[config.mk]
export PLATFORM = sky130hd
export DESIGN_NAME = fetch_sequencer
export DESIGN_NICKNAME = d
export VERILOG_FILES = /design/src/rtl/fetch_sequencer_pkg.sv /design/src/rtl/fetch_npc_sel.sv /design/src/rtl/fetch_sequencer.sv
export SDC_FILE = /design/constraint.sdc
export NUM_CORES = 1
export LEC_CHECK = 0
export BUFFER_PORTS_ARGS = -buffer_cell sky130_fd_sc_hd__buf_4
export CORE_UTILIZATION = 48
export CTS_CLUSTER_DIAMETER = 40
export DETAILED_ROUTE_END_ITERATION = 8
export PLACE_DENSITY_LB_ADDON = 0.1
export SETUP_SLACK_MARGIN = 0.5
export SLEW_MARGIN = 40
export SYNTH_ARGS = -nofsm -noshare
export SYNTH_HDL_FRONTEND = slang
export SYNTH_SLANG_ARGS = --single-unit
[constraint.sdc]
create_clock -name clock_i -period 2.31 [get_ports clock_i]
set_input_delay 0.462 -clock clock_i [delete_from_list [all_inputs] [get_ports clock_i]]
set_output_delay 0.462 -clock clock_i [all_outputs]
set_load 0.02 [all_outputs]
[src/rtl/fetch_sequencer_pkg.sv]
// Shared front-end core package: fetch FSM state encodings, pair size and reset PC.
// Optional perf counters in fetch_sequencer are enabled with `define FETCH_PERF_CNT_EN.
package fetch_sequencer_pkg;

    typedef logic [1:0] fetch_state_t;

    localparam fetch_state_t ST_BOOT  = 2'd0;
    localparam fetch_state_t ST_FETCH = 2'd1;
    localparam fetch_state_t ST_WAIT  = 2'd2;
    localparam fetch_state_t ST_FLUSH = 2'd3;

    localparam logic [31:0] FETCH_BYTES      = 32'd8;
    localparam logic [31:0] DEFAULT_RESET_PC = 32'h0000_0000;

    function automatic logic [31:0] pair_addr(input logic [31:0] pc);
        return {pc[31:3], 3'b000};
    endfunction

endpackage

[src/rtl/fetch_npc_sel.sv]
// Next-PC selection: redirect beats predicted target, which beats sequential pc+8.
module fetch_npc_sel
    import fetch_sequencer_pkg::*;
(
    input  logic        redirect_i,
    input  logic [31:0] redirect_pc_i,
    input  logic        pred_taken_i,
    input  logic [31:0] pred_target_i,
    input  logic [31:0] pc_i,
    output logic [31:0] npc_o
);

    always_comb begin
        if (redirect_i) begin
            npc_o = redirect_pc_i;
        end else if (pred_taken_i) begin
            npc_o = pred_target_i;
        end else begin
            npc_o = pc_i + FETCH_BYTES;
        end
    end

endmodule

[src/rtl/fetch_sequencer.sv]
// Instruction fetch sequencer: pair requests, decode hand-off with hold, redirect flush.
// Optional saturating perf counters are built only with `define FETCH_PERF_CNT_EN.
module fetch_sequencer
    import fetch_sequencer_pkg::*;
#(
    parameter logic [31:0] RESET_PC   = DEFAULT_RESET_PC,
    parameter int          REDIRECT_Q = 1
) (
    input  logic        clock_i,
    input  logic        reset_n_i,
    input  logic        frontend_we_i,
    output logic        imem_req_o,
    output logic [31:0] imem_addr_o,
    input  logic        imem_ack_i,
    input  logic        pred_taken_i,
    input  logic        pred_slot_i,
    input  logic [31:0] pred_target_i,
    input  logic        redirect_i,
    input  logic [31:0] redirect_pc_i,
    output logic        fetch_valid_o,
    output logic [31:0] fetch_pc_o,
    output logic        zero_1_o,
    output logic        flush_o
`ifdef FETCH_PERF_CNT_EN
    ,
    output logic [31:0] perf_fetch_o,
    output logic [31:0] perf_flush_o,
    output logic [31:0] perf_stall_o
`endif
);

    generate
        if (REDIRECT_Q != 1) begin : g_redirect_q_check
            $error("fetch_sequencer: only REDIRECT_Q = 1 is supported");
        end
    endgenerate

    fetch_state_t state_q, state_d;
    logic [31:0]  pc_q, pc_d;
    logic         held_q, held_d;
    logic         held_taken_q, held_taken_d;
    logic         held_slot_q, held_slot_d;
    logic [31:0]  held_target_q, held_target_d;

    logic        take_redirect, req_phase, holding, got_ack, deliver, advance;
    logic        cur_taken, cur_slot;
    logic [31:0] cur_target, npc;

    assign take_redirect = redirect_i && (state_q != ST_BOOT);
    assign holding       = (state_q == ST_WAIT) && held_q;
    assign req_phase     = (state_q == ST_FETCH) || ((state_q == ST_WAIT) && !held_q);
    assign got_ack       = req_phase && imem_ack_i && !take_redirect;
    assign deliver       = got_ack || (holding && !take_redirect);
    assign advance       = deliver && frontend_we_i;

    // A held pair keeps the prediction that arrived with it, not the live predictor.
    assign cur_taken  = holding ? held_taken_q  : pred_taken_i;
    assign cur_slot   = holding ? held_slot_q   : pred_slot_i;
    assign cur_target = holding ? held_target_q : pred_target_i;

    fetch_npc_sel u_npc_sel (
        .redirect_i    (take_redirect),
        .redirect_pc_i (redirect_pc_i),
        .pred_taken_i  (cur_taken),
        .pred_target_i (cur_target),
        .pc_i          (pc_q),
        .npc_o         (npc)
    );

    always_comb begin
        state_d       = state_q;
        pc_d          = pc_q;
        held_d        = held_q;
        held_taken_d  = held_taken_q;
        held_slot_d   = held_slot_q;
        held_target_d = held_target_q;
        case (state_q)
            ST_BOOT: state_d = ST_FETCH;
            ST_FETCH, ST_WAIT: begin
                if (take_redirect) begin
                    pc_d    = npc;
                    state_d = ST_FLUSH;
                    held_d  = 1'b0;
                end else if (advance) begin
                    pc_d    = npc;
                    state_d = ST_FETCH;
                    held_d  = 1'b0;
                end else if (got_ack) begin
                    state_d       = ST_WAIT;
                    held_d        = 1'b1;
                    held_taken_d  = pred_taken_i;
                    held_slot_d   = pred_slot_i;
                    held_target_d = pred_target_i;
                end else if (state_q == ST_FETCH) begin
                    state_d = ST_WAIT;
                end
            end
            ST_FLUSH: begin
                if (take_redirect) begin
                    pc_d = npc;
                end else begin
                    state_d = ST_FETCH;
                end
            end
            default: state_d = ST_BOOT;
        endcase
    end

    always_ff @(posedge clock_i or negedge reset_n_i) begin
        if (!reset_n_i) begin
            state_q       <= ST_BOOT;
            pc_q          <= RESET_PC;
            held_q        <= 1'b0;
            held_taken_q  <= 1'b0;
            held_slot_q   <= 1'b0;
            held_target_q <= '0;
        end else begin
            state_q       <= state_d;
            pc_q          <= pc_d;
            held_q        <= held_d;
            held_taken_q  <= held_taken_d;
            held_slot_q   <= held_slot_d;
            held_target_q <= held_target_d;
        end
    end

    // No request goes out in a redirect cycle: its data would be discarded anyway.
    assign imem_req_o    = req_phase && !take_redirect;
    assign imem_addr_o   = pair_addr(pc_q);
    assign fetch_valid_o = deliver;
    assign fetch_pc_o    = deliver ? pc_q : 32'h0;
    assign zero_1_o      = deliver && ((cur_taken && !cur_slot) || pc_q[2]);
    assign flush_o       = take_redirect || (state_q == ST_FLUSH);

`ifdef FETCH_PERF_CNT_EN
    logic [31:0] perf_fetch_q, perf_flush_q, perf_stall_q;

    always_ff @(posedge clock_i or negedge reset_n_i) begin
        if (!reset_n_i) begin
            perf_fetch_q <= '0;
            perf_flush_q <= '0;
            perf_stall_q <= '0;
        end else begin
            if (advance && (perf_fetch_q != '1)) begin
                perf_fetch_q <= perf_fetch_q + 32'd1;
            end
            if (take_redirect && (perf_flush_q != '1)) begin
                perf_flush_q <= perf_flush_q + 32'd1;
            end
            if ((state_q == ST_WAIT) && (perf_stall_q != '1)) begin
                perf_stall_q <= perf_stall_q + 32'd1;
            end
        end
    end

    assign perf_fetch_o = perf_fetch_q;
    assign perf_flush_o = perf_flush_q;
    assign perf_stall_o = perf_stall_q;
`endif

endmodule

==> results of run 1 <==
## repair_timing
action | 4_1_cts | 5_1_grt
setup endpoints to repair | 103 | 105
setup buffers | 59 | 20
cloned | 12 | 5
pin swaps | 68 | 38
gates resized for setup | 201 | 88
## area by class of cell
type | instances | area (µm²)
Fill cell | 404 | 990
Clock inverter | 6 | 93.8
Sequential cell | 69 | 1740
Multi-Input combinational cell | 410 | 3680
Tap cell | 133 | 166
Inverter | 8 | 30.0
Clock buffer | 10 | 138
Timing Repair Buffer | 280 | 2900
## state kept, by name (all words and copies together) (netlist names)
register / cells
held_taken_q: 1
held_target_q: 32
held_q: 1
pc_q: 32
state_q: 2
held_slot_q: 1
## how the worst min path moves through the flow
| stage | from | endpoint | slack (ns) | cells past startpoint |
|---|---|---|---|---|
| after global placement | reset_n_i | pc_q[30] | 0.44 | 1 |
| after global routing | reset_n_i | pc_q[25] | 0.08 | 1 |
| after CTS | reset_n_i | pc_q[25] | 0.07 | 1 |
| after floorplan | reset_n_i | held_q | 0.17 | 0 |
| final | reset_n_i | pc_q[25] | 0.05 | 1 |
| after detailed placement | reset_n_i | pc_q[30] | 0.45 | 1 |
## logic make-up after synthesis
family | synth area share, %
and+or+nand+nor | 24.3
other | 0.0785
xor gates and xnor gates | 1.47
muxes | 10.6
DFF | 36.1
AOI/OAI and AO/OA | 17.6
adders and majority gates | 1.31
buffers and inverters | 8.53
## routing by layer
layer	vias to the layer above	GRT usage [%]
met2	632	63.1
li1	2434	-
met1	2930	53.9
met5	-	0
met3	233	9.25
met4	2	18.2
## cells in the final DEF, fill, tap and decap left out, types with 12 or more instances in the layout
cell type,netlist,final
nand3_1,33,28
nand2_1,64,57
dfrtp_1,69,58
and2_4,0,28
a21oi_2,0,12
mux2_4,0,37
buf_12,0,13
buf_6,0,76
and3_1,15,14
nor2_1,32,23
buf_4,33,170
## per-stage QoR
step	total power, mW	instance area [µm²]	TNS (ns)
2_1_floorplan	5.44	5210	0
3_3_place_gp	6.70	6300	0
3_5_place_dp	6.77	6300	0
4_1_cts	9.86	8060	-0.0186
5_1_grt	11.5	8740	-7.57
6_report	11.2	8740	-6.08
## synth_stat cells (4+ instances only)
cell type / n / area share, %
a21oi_1: 26 / 2.7
a22oi_1: 4 / 0.63
a311oi_1: 7 / 1.3
a31oi_1: 13 / 1.7
and2_1: 32 / 4.2
and3_1: 15 / 2.0
buf_1: 4 / 0.31
buf_4: 33 / 5.2
clkbuf_1: 28 / 2.2
dfrtp_1: 69 / 36
ha_1: 5 / 1.3
inv_1: 8 / 0.63
mux2_2: 37 / 8.7
mux2i_1: 9 / 1.9
nand2_1: 64 / 5.0
nand2b_1: 4 / 0.52
nand3_1: 33 / 3.5
nand4_1: 8 / 1.0
nor2_1: 32 / 2.5
nor3_1: 10 / 1.0
nor4_1: 12 / 1.6
o211ai_1: 4 / 0.63
o21ai_0: 20 / 2.1
o22ai_1: 5 / 0.65
o2bb2ai_1: 4 / 0.73
o31a_1: 5 / 0.92
o31ai_1: 8 / 1.3
xnor2_1: 4 / 0.73
xor2_1: 4 / 0.73
## worst reg2reg max path, cell delays in order, from the launching register on
cell	delay, ns
dfrtp_1	0.43
inv_2	0.14
ha_4	0.25
a21oi_4	0.07
buf_6	0.13
buf_6	0.11
buf_6	0.10
o41ai_4	0.47
nand2_4	0.20
a2111oi_4	0.35
a211oi_2	0.06
## where the power goes
part | switching [mW] | internal [mW]
sequential | 0.687 | 1.82
clock | 0.551 | 0.647
combinational | 3.77 | 3.74
==> impl_metrics.toml, run 1 <==
[place]
globalplace.congestion = 0.896
port_buffers = 135
hpwl_um = 11600
dp_cells = 804
dp_slack_ns = 0.112

[timing]
setup_ws_ns = -0.174
relSlewSlack_pct = 56.2
finalMaxSlewViolations = 0
hold_viol = 0
worstMarginPinSlew_ns = 0.651
setup_violations = 60
whs_ns = 0.0488
min_period_ns = 2.48
post-route-period-util_pct = 108
max_freq_mhz = 403
grt_setup_unrepaired = "true"
fin_worst_skew_ns = 0.0143

[grt]
grt_pass1_wl_um = 30800
grt_max_degree = 37
grt_pass1_vias = 5482
antenna_found_initial = 1
grt_overflow = 0
grtUsageTotal_pct = 40.5

[worst_setup_path]
r2r_cells = 10
max_stage_delay_ns = 0.43
crit_end = "fetch_pc_o[13]"
cp-start-kind = "flip-flop"
cp_max_fo = 8
r2r_slack_ns = -0.12
required_ns = 1.85
path_depth = 8
crit_chain = "inv_2 -> ha_4 -> a21oi_4 -> nor3_4 -> buf_6 -> clkbuf_16 -> and2_4 -> buf_6"
reg2reg_from = "state_q[0]"
rr_endpoint = "pc_q[23]"
worstSetupStartpoint = "state_q[0]"
crit_top_cell = "buf_6"
slowest_stage = "dfrtp_1"
critPathKind = "flip-flop to output pin"
worst_setup_path_end_kind = "output pin"
worstPathArrival_ns = 2.02
critPathBufInv = 4
crit_family = "buffers and inverters"

[layout]
finalNonFillerCells = 916
area_growth_pct = 82.9
drive_gt1_share_pct = 62.8
fin_nets = 854
diodes = 0
fin_util_pct = 89.8

[routing]
ant_nets = 0
top_layer = "met5"
wl_met2_um = 10900
wl_met1_um = 8710
vias = 6231
wl_per_cell_um = 27.6
drt-total-wl_um = 25300
wl_met3_um = 3570
post-route-drc-count = 0
initialDrtViolationCount = 723
vias_per_cell = 6.80
drt_first_pass_iters = 7

[yosys]
synth_cells = 552
synth_area_per_cell_um2 = 8.66
synth_cell_type_count = 58
ys_warn_count = 0
ys_async_sr_fraction_pct = 100
synthFlopType = "dfrtp_1"
synth_edf_count = 0
synth_seq_area_share_pct = 36.1
synth_seq_cells = 69
synthesis.area_um2 = 4780

[job]
cap_violations = 0

[hold_path]
hold_class = "primary input to asynchronous set/reset pin"

[power_and_ir_drop]
leakage_nw = 3.94
ir_drop_mv = 0.667
powerDensity_nw_per_um2 = 1280

[clock_tree]
cts_tree = "built"
cts_root_buf = "clkbuf_8"
cts.sinks = 69
clockBufferDepth = 2
cts_buffers = 9
clkLatencyLatePin_ns = 0.37
clkTransAtPathRegs_ns = 0.09
cts_hold_buf = 0
htree_levels = 3

[floorplan]
start_util_pct = 49.1
core_um2 = 9730
die_width_um = 102
fp.dieH_um = 102
design.die.area_um2 = 10400
pin_count = 139
row_count = 36

[run_status]
violations = "setup timing"
status = "complete, but fails checks"
Note: power is estimated with default switching activity, not from simulation.
==> inputs of run 2 (changes only) <==
--- a/config.mk
+++ b/config.mk
@@ -6,6 +6,7 @@
 export NUM_CORES = 1
 export LEC_CHECK = 0
 export BUFFER_PORTS_ARGS = -buffer_cell sky130_fd_sc_hd__buf_4
+export CORE_ASPECT_RATIO = 1.1
 export CORE_UTILIZATION = 48
 export CTS_CLUSTER_DIAMETER = 40
 export DETAILED_ROUTE_END_ITERATION = 8
@@ -14,4 +15,5 @@
 export SLEW_MARGIN = 40
 export SYNTH_ARGS = -nofsm -noshare
 export SYNTH_HDL_FRONTEND = slang
+export SYNTH_HIERARCHICAL = 1
 export SYNTH_SLANG_ARGS = --single-unit
==> run 2 against run 1 <==
The run ends with DRC, setup timing left. Non-clock buffer count fell by 81. Design area fell by 16%. Clock skew fell by 0.0032 ns. Via count fell by 32%. Critical endpoint is now fetch_pc_o[26]. Largest cell class unchanged. Highest routed layer is now met4.
==> impl_metrics.toml, run 2 <==
[run_status]
status = "complete, but fails checks"
violations = "DRC, setup timing"

[grt]
antenna_found_initial = 0
grt_max_degree = 42
grtUsageTotal_pct = 28.7
grt_overflow = 0
grt_pass1_wl_um = 23000
grt_pass1_vias = 4280

[worst_setup_path]
worstPathArrival_ns = 1.89
cp_max_fo = 5
cp-start-kind = "flip-flop"
critPathKind = "flip-flop to output pin"
required_ns = 1.85
r2r_cells = 10
worst_setup_path_end_kind = "output pin"

[yosys]
synth_compound_area_share_pct = 9.20
muxShareOfSynthArea_pct = 27.3
synth_top_family_by_area = "multiplexers"
synth_seq_cells = 69
synthesis.area_um2 = 4840
synth_edf_count = 0
synth-adder-area-share_pct = 1.29
yosys-top-cells-area = "dfrtp_1, mux2_2, mux2_4, buf_4, and2_1"
synth_area_per_cell_um2 = 10.5
synthXorXnorAreaFrac_pct = 4.52
synth_area_leader_cell = "dfrtp_1"
yosysTopAreaCellShare_pct = 35.7
synth_common_cells = "mux2_2, dfrtp_1, buf_4"
synth_cells = 460
ys_async_sr_fraction_pct = 100
synth_most_common_cell = "mux2_2"
synth_seq_area_share_pct = 35.7
ys_warn_count = 6
synthFlopType = "dfrtp_1"
synth-simple-area-share_pct = 13.9
synth_cell_type_count = 48

[clock_tree]
cts_root_buf = "clkbuf_8"
cts.sinks = 69
cts_buffers = 9
clkTransAtPathRegs_ns = 0.08
cts_tree = "built"
clockBufferDepth = 2
cts_hold_buf = 0
clkLatencyLatePin_ns = 0.36
htree_levels = 3

[layout]
top_regs = "held_target_q (32), pc_q (32), state_q (2)"
final_common_cell = "buf_4"
layout_common_cells = "buf_4, mux2_4, dfrtp_1"
fin_nets = 695
area_growth_pct = 51.2
fin_area_um2 = 7320
drive_gt1_share_pct = 65.1
diodes = 0

[timing]
setup_violations = 48
fin_worst_skew_ns = 0.0110
min_period_ns = 2.35
final.setup.tns_ns = -0.919
finalMaxSlewViolations = 0
hold_viol = 0
max_freq_mhz = 425
grt_setup_unrepaired = "true"
setup_ws_ns = -0.0405
post-route-period-util_pct = 102

[job]
cap_violations = 0

[floorplan]
pin_count = 139
fp.dieH_um = 107
core_um2 = 9840
start_util_pct = 49.2
design.die.area_um2 = 10500
die_width_um = 97.8
row_count = 38

[routing]
wl_met2_um = 7770
wl_met3_um = 913
post-route-drc-count = 22
drt_first_pass_iters = 8
ant_nets = 0
drt-total-wl_um = 15300
wl_met1_um = 6400
wl_per_cell_um = 20.6
vias_per_cell = 5.72
top_layer = "met4"
vias = 4259
initialDrtViolationCount = 220

[power_and_ir_drop]
ir_drop_mv = 0.832
powerDensity_nw_per_um2 = 1310
leakage_nw = 3.47

[place]
dpl-instance-area_um2 = 6010
hpwl_um = 8600
globalplace.congestion = 0.764
port_buffers = 135

[hold_path]
hold_class = "primary input to asynchronous set/reset pin"
==> run 2: stage by stage <==
stage	util (%)	setup slack (ns)	hold WS [ns]	instances	power [mW]
after floorplan	-	0.313	0.166	462	5.75
after global placement	61.1	0.176	0.425	685	6.64
after detailed placement	61.1	0.131	0.425	685	6.74
after CTS	71.3	-0.0141	0.0373	732	8.95
after global routing	74.4	-0.113	0.0524	744	10.0
final	74.4	-0.0405	0.0271	744	9.59
==> run 2: repair_timing <==
action / in CTS / in global routing
pin swaps: 10 / 6
setup buffers: 22 / 11
gates resized for setup: 119 / 56
setup endpoints to repair: 102 / 103
cloned: 9 / 1
hold endpoints to repair: 0 / 0
==> run 2: logic make-up after synthesis <==
family / after synthesis
buffers and inverters: 61
XOR/XNOR: 25
multiplexers: 108
flip-flops: 69
AND/OR/NAND/NOR: 118
other: 1
AO/OA/AOI/OAI: 73
adder cells (fa/ha/maj): 5
==> run 2: area by class of cell <==
cell class | count | area, µm²
repair buffers | 199 | 1990
well taps | 120 | 150
clock inverters | 3 | 42.5
inverters | 7 | 50.0
clock buffers | 13 | 169
fillers | 655 | 2520
multi-input cells | 333 | 3190
flip-flops and latches | 69 | 1730
==> run 2: per-layer routing <==
metal  global-route usage (%)  vias up
met5                        0        -
met4                     9.52        0
met3                     5.58       19
met2                     48.9      187
met1                     36.6     2133
li1                         -     1920
==> run 2: final timing paths <==
kind / slack, ns / startpoint / to
setup / recovery: -0.04 / state_q[1] / fetch_pc_o[26]
hold / removal: 0.03 / reset_n_i / pc_q[1]
setup reg to reg: -0.02 / state_q[1] / held_target_q[19]
hold reg to reg: 0.51 / held_target_q[22] / held_target_q[22]
max in group asynchronous: 1.71 / reset_n_i / pc_q[10]
min in group clock_i: 0.33 / pred_target_i[12] / held_target_q[12]
==> run 2: worst max-delay path, stage by stage, from the launching register on <==
cell       delay (ns)
dfrtp_2          0.45
inv_4            0.09
ha_4             0.12
nand2b_4         0.14
inv_6            0.04
a21oi_4          0.11
buf_6            0.16
clkbuf_16        0.16
and2_4           0.15
buf_6            0.11
==> run 2: power by group <==
group          total, mW  internal, mW  switching [mW]  leakage, nW
clock               1.09         0.587           0.501        0.106
sequential          2.51          1.83           0.683        0.830
combinational       5.99          3.40            2.59         2.53
